**src/rtl/button_debounce_if.sv**
```systemverilog
// Button debounce signal bundle: synchronized raw level in, debounced level and
// event pulses out.
interface button_debounce_if;
  logic signal_in;
  logic btn_level;
  logic btn_press;
  logic btn_release;
  logic btn_long;

  modport master (
    output signal_in,
    input  btn_level,
    input  btn_press,
    input  btn_release,
    input  btn_long
  );

  modport slave (
    input  signal_in,
    output btn_level,
    output btn_press,
    output btn_release,
    output btn_long
  );
endinterface

```
**src/rtl/button_debounce.sv**
```systemverilog
// Debounces a synchronized button level with a confirm counter and emits
// registered level, press, release and long-press pulses.
module button_debounce #(
  parameter int FILTER_CNT = 20000,
  parameter int LONG_CNT   = 50000000
) (
  input  logic           clk_dst,
  input  logic           rst_dst,
  button_debounce_if.slave bus
);

  localparam int FILT_W = $clog2(FILTER_CNT);
  localparam int HOLD_W = $clog2(LONG_CNT + 1);
  localparam logic [FILT_W-1:0] FILT_LAST = FILT_W'(FILTER_CNT - 1);
  localparam logic [FILT_W-1:0] FILT_ONE  = FILT_W'(1'b1);
  localparam logic [HOLD_W-1:0] HOLD_MAX  = HOLD_W'(LONG_CNT);
  localparam logic [HOLD_W-1:0] HOLD_ONE  = HOLD_W'(1'b1);

  typedef enum logic [1:0] {
    IDLE         = 2'd0,
    PRESS_WAIT   = 2'd1,
    PRESSED      = 2'd2,
    RELEASE_WAIT = 2'd3
  } state_t;

  state_t              state_r, state_nxt_s;
  logic [FILT_W-1:0]   filt_cnt_r, filt_nxt_s;
  logic [HOLD_W-1:0]   hold_cnt_r, hold_nxt_s;
  logic                level_r, level_nxt_s;
  logic                press_r, press_nxt_s;
  logic                release_r, release_nxt_s;
  logic                long_r, long_nxt_s;

  // State, counters and all outputs are registered together.
  always_ff @(posedge clk_dst or posedge rst_dst) begin
    if (rst_dst) begin
      state_r    <= IDLE;
      filt_cnt_r <= '0;
      hold_cnt_r <= '0;
      level_r    <= 1'b0;
      press_r    <= 1'b0;
      release_r  <= 1'b0;
      long_r     <= 1'b0;
    end else begin
      state_r    <= state_nxt_s;
      filt_cnt_r <= filt_nxt_s;
      hold_cnt_r <= hold_nxt_s;
      level_r    <= level_nxt_s;
      press_r    <= press_nxt_s;
      release_r  <= release_nxt_s;
      long_r     <= long_nxt_s;
    end
  end

  // Next-state, counter and output decode; pulses default low every cycle.
  always_comb begin
    state_nxt_s   = state_r;
    filt_nxt_s    = filt_cnt_r;
    hold_nxt_s    = hold_cnt_r;
    level_nxt_s   = level_r;
    press_nxt_s   = 1'b0;
    release_nxt_s = 1'b0;
    long_nxt_s    = 1'b0;
    case (state_r)
      IDLE: begin
        if (bus.signal_in) begin
          state_nxt_s = PRESS_WAIT;
          filt_nxt_s  = FILT_ONE;
        end else begin
          filt_nxt_s  = '0;
        end
      end
      PRESS_WAIT: begin
        if (!bus.signal_in) begin
          state_nxt_s = IDLE;
          filt_nxt_s  = '0;
        end else if (filt_cnt_r == FILT_LAST) begin
          state_nxt_s = PRESSED;
          filt_nxt_s  = '0;
          hold_nxt_s  = '0;
          level_nxt_s = 1'b1;
          press_nxt_s = 1'b1;
        end else begin
          filt_nxt_s  = filt_cnt_r + FILT_ONE;
        end
      end
      PRESSED: begin
        // hold_cnt saturates at LONG_CNT, so the long pulse can only fire once per press.
        if (bus.signal_in) begin
          if (hold_cnt_r != HOLD_MAX) begin
            hold_nxt_s = hold_cnt_r + HOLD_ONE;
            long_nxt_s = (hold_cnt_r == (HOLD_MAX - HOLD_ONE));
          end else begin
            hold_nxt_s = hold_cnt_r;
          end
        end else begin
          state_nxt_s = RELEASE_WAIT;
          filt_nxt_s  = FILT_ONE;
        end
      end
      RELEASE_WAIT: begin
        if (bus.signal_in) begin
          state_nxt_s = PRESSED;
          filt_nxt_s  = '0;
        end else if (filt_cnt_r == FILT_LAST) begin
          state_nxt_s   = IDLE;
          filt_nxt_s    = '0;
          hold_nxt_s    = '0;
          level_nxt_s   = 1'b0;
          release_nxt_s = 1'b1;
        end else begin
          filt_nxt_s    = filt_cnt_r + FILT_ONE;
        end
      end
      default: begin
        state_nxt_s = IDLE;
        filt_nxt_s  = '0;
        hold_nxt_s  = '0;
        level_nxt_s = 1'b0;
      end
    endcase
  end

  assign bus.btn_level   = level_r;
  assign bus.btn_press   = press_r;
  assign bus.btn_release = release_r;
  assign bus.btn_long    = long_r;

endmodule

```
**src/flat_wrapper.sv**
```systemverilog
// flat-port wrapper written by rule: the top's interface ports become plain ports
module button_debounce_flat 
#(
  parameter int FILTER_CNT = 20000,
  parameter int LONG_CNT   = 50000000
)
  (clk_dst, rst_dst, bus_signal_in, bus_btn_level, bus_btn_press, bus_btn_release, bus_btn_long);
  button_debounce_if bus_i ();
  input  logic clk_dst;
  input  logic rst_dst;
  input wire logic [$bits(bus_i.signal_in)-1:0] bus_signal_in;
  output wire logic [$bits(bus_i.btn_level)-1:0] bus_btn_level;
  output wire logic [$bits(bus_i.btn_press)-1:0] bus_btn_press;
  output wire logic [$bits(bus_i.btn_release)-1:0] bus_btn_release;
  output wire logic [$bits(bus_i.btn_long)-1:0] bus_btn_long;
  assign bus_i.signal_in = bus_signal_in;
  assign bus_btn_level = bus_i.btn_level;
  assign bus_btn_press = bus_i.btn_press;
  assign bus_btn_release = bus_i.btn_release;
  assign bus_btn_long = bus_i.btn_long;
  button_debounce #(.FILTER_CNT(FILTER_CNT), .LONG_CNT(LONG_CNT)) u_core (.clk_dst(clk_dst), .rst_dst(rst_dst), .bus(bus_i));
endmodule
```
**config.mk**
```make
export PLATFORM = sky130hd
export DESIGN_NAME = button_debounce_flat
export DESIGN_NICKNAME = d
export VERILOG_FILES = /design/src/rtl/button_debounce_if.sv /design/src/rtl/button_debounce.sv /design/src/flat_wrapper.sv
export SDC_FILE = /design/constraint.sdc
export NUM_CORES = 1
export LEC_CHECK = 0
export CAP_MARGIN = 15
export CORE_UTILIZATION = 57
export CTS_BUF_LIST = sky130_fd_sc_hd__clkbuf_8
export DETAILED_ROUTE_END_ITERATION = 7
export PLACE_DENSITY = 0.8
export SYNTH_ARGS = -nofsm -noshare
export SYNTH_HDL_FRONTEND = slang
export SYNTH_SLANG_ARGS = --single-unit
```
**constraint.sdc**
```tcl
create_clock -name clk_dst -period 3.1 [get_ports clk_dst]
set_input_delay 0.465 -clock clk_dst [delete_from_list [all_inputs] [get_ports clk_dst]]
set_output_delay 0.465 -clock clk_dst [all_outputs]
set_load 0.005 [all_outputs]
```
### Yosys cells after proc, flatten, opt, wreduce, memory -nomap -nowiden

Cells that the tools add are included.

* flip-flop bits (word level): 47
* bits of input ports: 3
* output and inout port bits: 4

* add/subtract/negate cells: 2
* equal/unequal tests: 16
* multiplexer cells: 32
* reduce and logical (&&, ||, !) cells: 6

Operators by type and width (count)
* 26-bit two-way mux: 5
* 26-bit one-hot mux with 3 select lines: 1
* 15-bit two-way mux: 4
* 15-bit one-hot mux with 4 select lines: 1
* 26-bit by 1-bit adder with 26-bit output (second input constant): 1
* 26-bit == test (second input constant): 1
* 26-bit != test (second input constant): 1
* 15-bit by 1-bit adder with 15-bit output (second input constant): 1
* 15-bit == test (second input constant): 1
* 1-bit two-way mux: 13
* 2-bit two-way mux: 6
* 2-bit != test (second input constant): 5
* 5-bit AND reduction: 2
* 2-bit one-hot mux with 4 select lines: 1
* 2-bit by 1-bit != test with 1-bit output (second input constant): 3
* 3-bit by 2-bit != test with 1-bit output (second input constant): 2
* 2-bit == test (second input constant): 2
* 4-bit AND reduction: 1
* 3-bit nonzero test: 1
* 2-bit by 1-bit == test with 1-bit output (second input constant): 1
* 2-bit logical NOT: 1
* 1-bit one-hot mux with 2 select lines: 1
* 2-bit nonzero test: 1

### Longest topological paths before layout

* depth after elaboration: 4
* gate-level depth with buffers: 7
* depth with buffers taken out: 7

### Worst setup path after synthesis

OpenSTA, ideal clock, no wires.

* path kind: register to register
* from: register u_core.filt_cnt_r[5]
* to: register u_core.filt_cnt_r[10]
* setup time: 0.119 ns
* arrival time: 1.952 ns
* slack: 1.029 ns
* cell stages (with the launch flop): 7
* cells stage by stage: dfrtp_1 -> or4b_4 -> nor4_1 -> nor3b_1 -> a21oi_2 -> buf_4 -> nor2_1

* cells in the longest elaborated chain, start to end: 4
* elaborated cells between the ends (all ways): 6
* classes of those cells: add/sub: 1; eq/ne: 1; mux: 4

Ends and longest elaborated chain
* start: declaration: line button_debounce.sv:27 `logic [FILT_W-1:0] filt_cnt_r, filt_nxt_s;`
* start signal: assignment: line button_debounce.sv:46 `filt_cnt_r <= filt_nxt_s;`
* 15-bit by 1-bit adder with 15-bit output / 15-bit == test (equally long branches)
* 15-bit two-way mux (*): line button_debounce.sv:77, button_debounce.sv:105
* 15-bit two-way mux, on equally long branches: line button_debounce.sv:102, button_debounce.sv:74
* 15-bit one-hot mux with 4 select lines (*): line button_debounce.sv:64 `case (state_r)`

Mark *: on every way between the ends. The rest lies on a longest branch, timed or not.
A chain may end at the register's enable or synchronous reset.

### Worst setup path in the final report

* from: register u_core.filt_cnt_r[5]
* to: register u_core.hold_cnt_r[25]

* cells in the longest elaborated chain, start to end: 4
* elaborated cells between the ends (all ways): 5
* classes of those cells: eq/ne: 1; mux: 4

Ends and longest elaborated chain
* 15-bit == test (*): line button_debounce.sv:77, button_debounce.sv:105
* 26-bit two-way mux (*)
* 26-bit two-way mux, on equally long branches
* 26-bit one-hot mux with 3 select lines (*)
* end signal: assignment: line button_debounce.sv:47 `hold_cnt_r <= hold_nxt_s;`
* end: declaration: line button_debounce.sv:28 `logic [HOLD_W-1:0] hold_cnt_r, hold_nxt_s;`

Mark *: on every way between the ends. The rest lies on a longest branch, timed or not. The select of a mux whose other input is x is not followed.

==> impl_metrics.ini <==
[routing]
wire_per_inst_um = 15.77
dr.first_iter.drc_count = 179
drt_pass1_iterations = 4
routed_wl_um = 5174
post-route-drc-count = 0
ant_nets = 0
vias = 1942
viasPerCell = 5.921

[layout]
syn_to_final_growth_pct = 8.530
fillers = 342
final_cell_mix = dfrtp_1 (47), nor2_1 (41), nand2_1 (26), xnor2_1 (17), xor2_1 (16)
utilization_pct = 66.85
regArea_sq_um = 1176
final_net_count = 283
final_common_cell = dfrtp_1
layout-drive-gt1-share_pct = 8.273
antennaDiodeCount = 0
fin_cells = 328
multi_input_area_sq_um = 1301

[power]
power_uw = 1269
p_per_area_nw_per_um2 = 458.2
peakVddDrop_uv = 302.3
power_leakage_uw = 0.001150

[floorplan]
rows = 23
ios = 7
dieArea_sq_um = 4749
die_h_um = 68.92
initial_core_util_pct = 61.59
coreArea_sq_um = 4144
fp.dieW_um = 68.92

[setup_path]
critPathCaptureType = flop
worst_ep_required_time_ns = 3.33
crit_type = flop to flop
crit_path_start_kind = flop
crit_arrival_ns = 2.84
path_max_fanout = 13

[cts]
clk_latency_ns = 0.30
cts_setup_buffers = 0
numCtsBuffers = 5
cts_resized = 0
htreeDepth = 2
clock-sinks = 47
root_buffer = clkbuf_8
clockBufferDepth = 2
cts_tree = built
clk_pin_slew_ns = 0.09
cts_hold_buffers = 0

[sta]
fin_setup_tns_ns = 0
slew_viol_final = 0
worst_slack_ns = 0.4888
max_freq_ghz = 0.3830
fin_crit_ns = 2.611
setup_violations = 0
timing.final.crit_share_pct = 84.23
finalHoldViolCount = 0
worst_pin_slew_ns = 0.9561
slew_headroom_pct = 36.17
skew_ns = 0.01009
rsz0062_at_grt = false

[global_route]
grtUsageTotal_pct = 25.05
antenna_found_initial = 0
grt_max_degree = 48
grt_pass1_wl_um = 8507
grt_pass1_vias = 1849
grt_overflow = 0

[logic_synthesis]
syn_inst = 271
yosysWarnings = 0
yosys.cell_types.count = 44
ys_async_sr_fraction_pct = 100.0
ys_seq_elements = 47
synth_nets = 277
synth-main-ff-cell = dfrtp_1
synth_edf_count = 0
synth.top_cells.by_area = dfrtp_1 (46%), nor2_1 (6.0%), xnor2_1 (5.8%)
synth_top_area_share_pct = 46.08
yosysTopAreaCell = dfrtp_1
netlist_area_sq_um = 2552
ys_seq_area_share_pct = 46.08
postSynthAreaPerCell_sq_um = 9.419

[min_path]
worstHoldPathType = flop to flop

[placement]
dp.cells = 320
dp_hpwl_um = 3437
io_buffers = 6
place_ws_ns = 0.5272
place_congestion = 0.8093

[run]
cap_violations = 0

[run_status]
outcome = completed
worst max-delay path: stages (launching register included):
cell	delay, ns
dfrtp_1	0.43
or4b_4	0.57
nor4_4	0.68
o21ai_1	0.23
or4_1	0.48
a21oi_1	0.16
synth_stat cells (all sizes together) (2+ instances only):
master / number
a211oi: 2
a21oi: 9
and3: 4
and4: 3
buf: 4
clkbuf: 6
dfrtp: 47
ha: 3
inv: 8
mux2i: 2
nand2: 26
nand3: 13
nand3b: 4
nand4: 9
nor2: 41
nor2b: 3
nor3: 12
nor3b: 2
nor4: 6
nor4bb: 2
o211ai: 5
o21ai: 6
o31ai: 3
or3: 2
or4: 6
or4b: 2
xnor2: 17
xor2: 16
metrics by stage:
step | hold slack, ns | instance area, sq um
final | 0.5368 | 2770
after global routing | 0.5529 | 2770
after CTS | 0.5449 | 2770
after detailed placement | 0.5312 | 2653
after global placement | 0.5270 | 2653
after floorplan | 0.4944 | 2552
sequential cells by signal, summed over array words and instances, names as in the netlist, named ones only:
name,cells
u_core.bus.btn_level,1
u_core.hold_cnt_r,26
u_core.bus.btn_release,1
u_core.bus.btn_press,1
u_core.state_r,1
u_core.filt_cnt_r,15
u_core.bus.btn_long,1
logic make-up after synthesis:
| group | Yosys count | share of synthesized area (%) |
|---|---|---|
| adders and majority gates | 3 | 1.471 |
| DFF | 47 | 46.08 |
| and+or+nand+nor | 140 | 30.10 |
| xor gates and xnor gates | 33 | 11.32 |
| buffers and inverters | 18 | 2.941 |
| AOI/OAI and AO/OA | 28 | 7.304 |
| muxes | 2 | 0.7843 |
per-layer routing:
metal,track usage [%],share of wire (%)
met3,5.428,4.0
met2,41.75,49
met1,31.76,46
met4,9.184,0.95
met5,0,0
layout make-up:
cell class	count	area share (%)
sequential	47	42.46
clock buffer	6	2.981
inverter	8	1.084
multi-input combinational	206	46.97
timing repair buffer	9	2.981
clock inverter	2	1.265
tap	50	2.258
path summary, 6_finish.rpt:
| check | from | cells past startpoint | slack (ns) | to |
|---|---|---|---|---|
| max | u_core.filt_cnt_r[5]$_DFFE_PP0P_ | 5 | 0.49 | u_core.hold_cnt_r[25]$_DFFE_PP0P_ |
| min | u_core.filt_cnt_r[14]$_DFFE_PP0P_ | 2 | 0.54 | u_core.filt_cnt_r[14]$_DFFE_PP0P_ |
| max reg2reg | u_core.filt_cnt_r[5]$_DFFE_PP0P_ | 5 | 0.49 | u_core.hold_cnt_r[25]$_DFFE_PP0P_ |
| min reg2reg | u_core.filt_cnt_r[14]$_DFFE_PP0P_ | 2 | 0.54 | u_core.filt_cnt_r[14]$_DFFE_PP0P_ |
| max in group asynchronous | rst_dst | 2 | 1.80 | u_core.filt_cnt_r[8]$_DFFE_PP0P_ |
| min in group asynchronous | rst_dst | 2 | 0.70 | u_core.hold_cnt_r[14]$_DFFE_PP0P_ |
power breakdown:
group          total [uW]  switching, uW  leakage (uW)  internal [uW]
logic                 119           71.1      0.000455           47.5
clock network         460            199     0.0000612            261
registers             690           46.0      0.000634            644
total                1270            316       0.00115            953
Power figures use the tool's default switching activity.
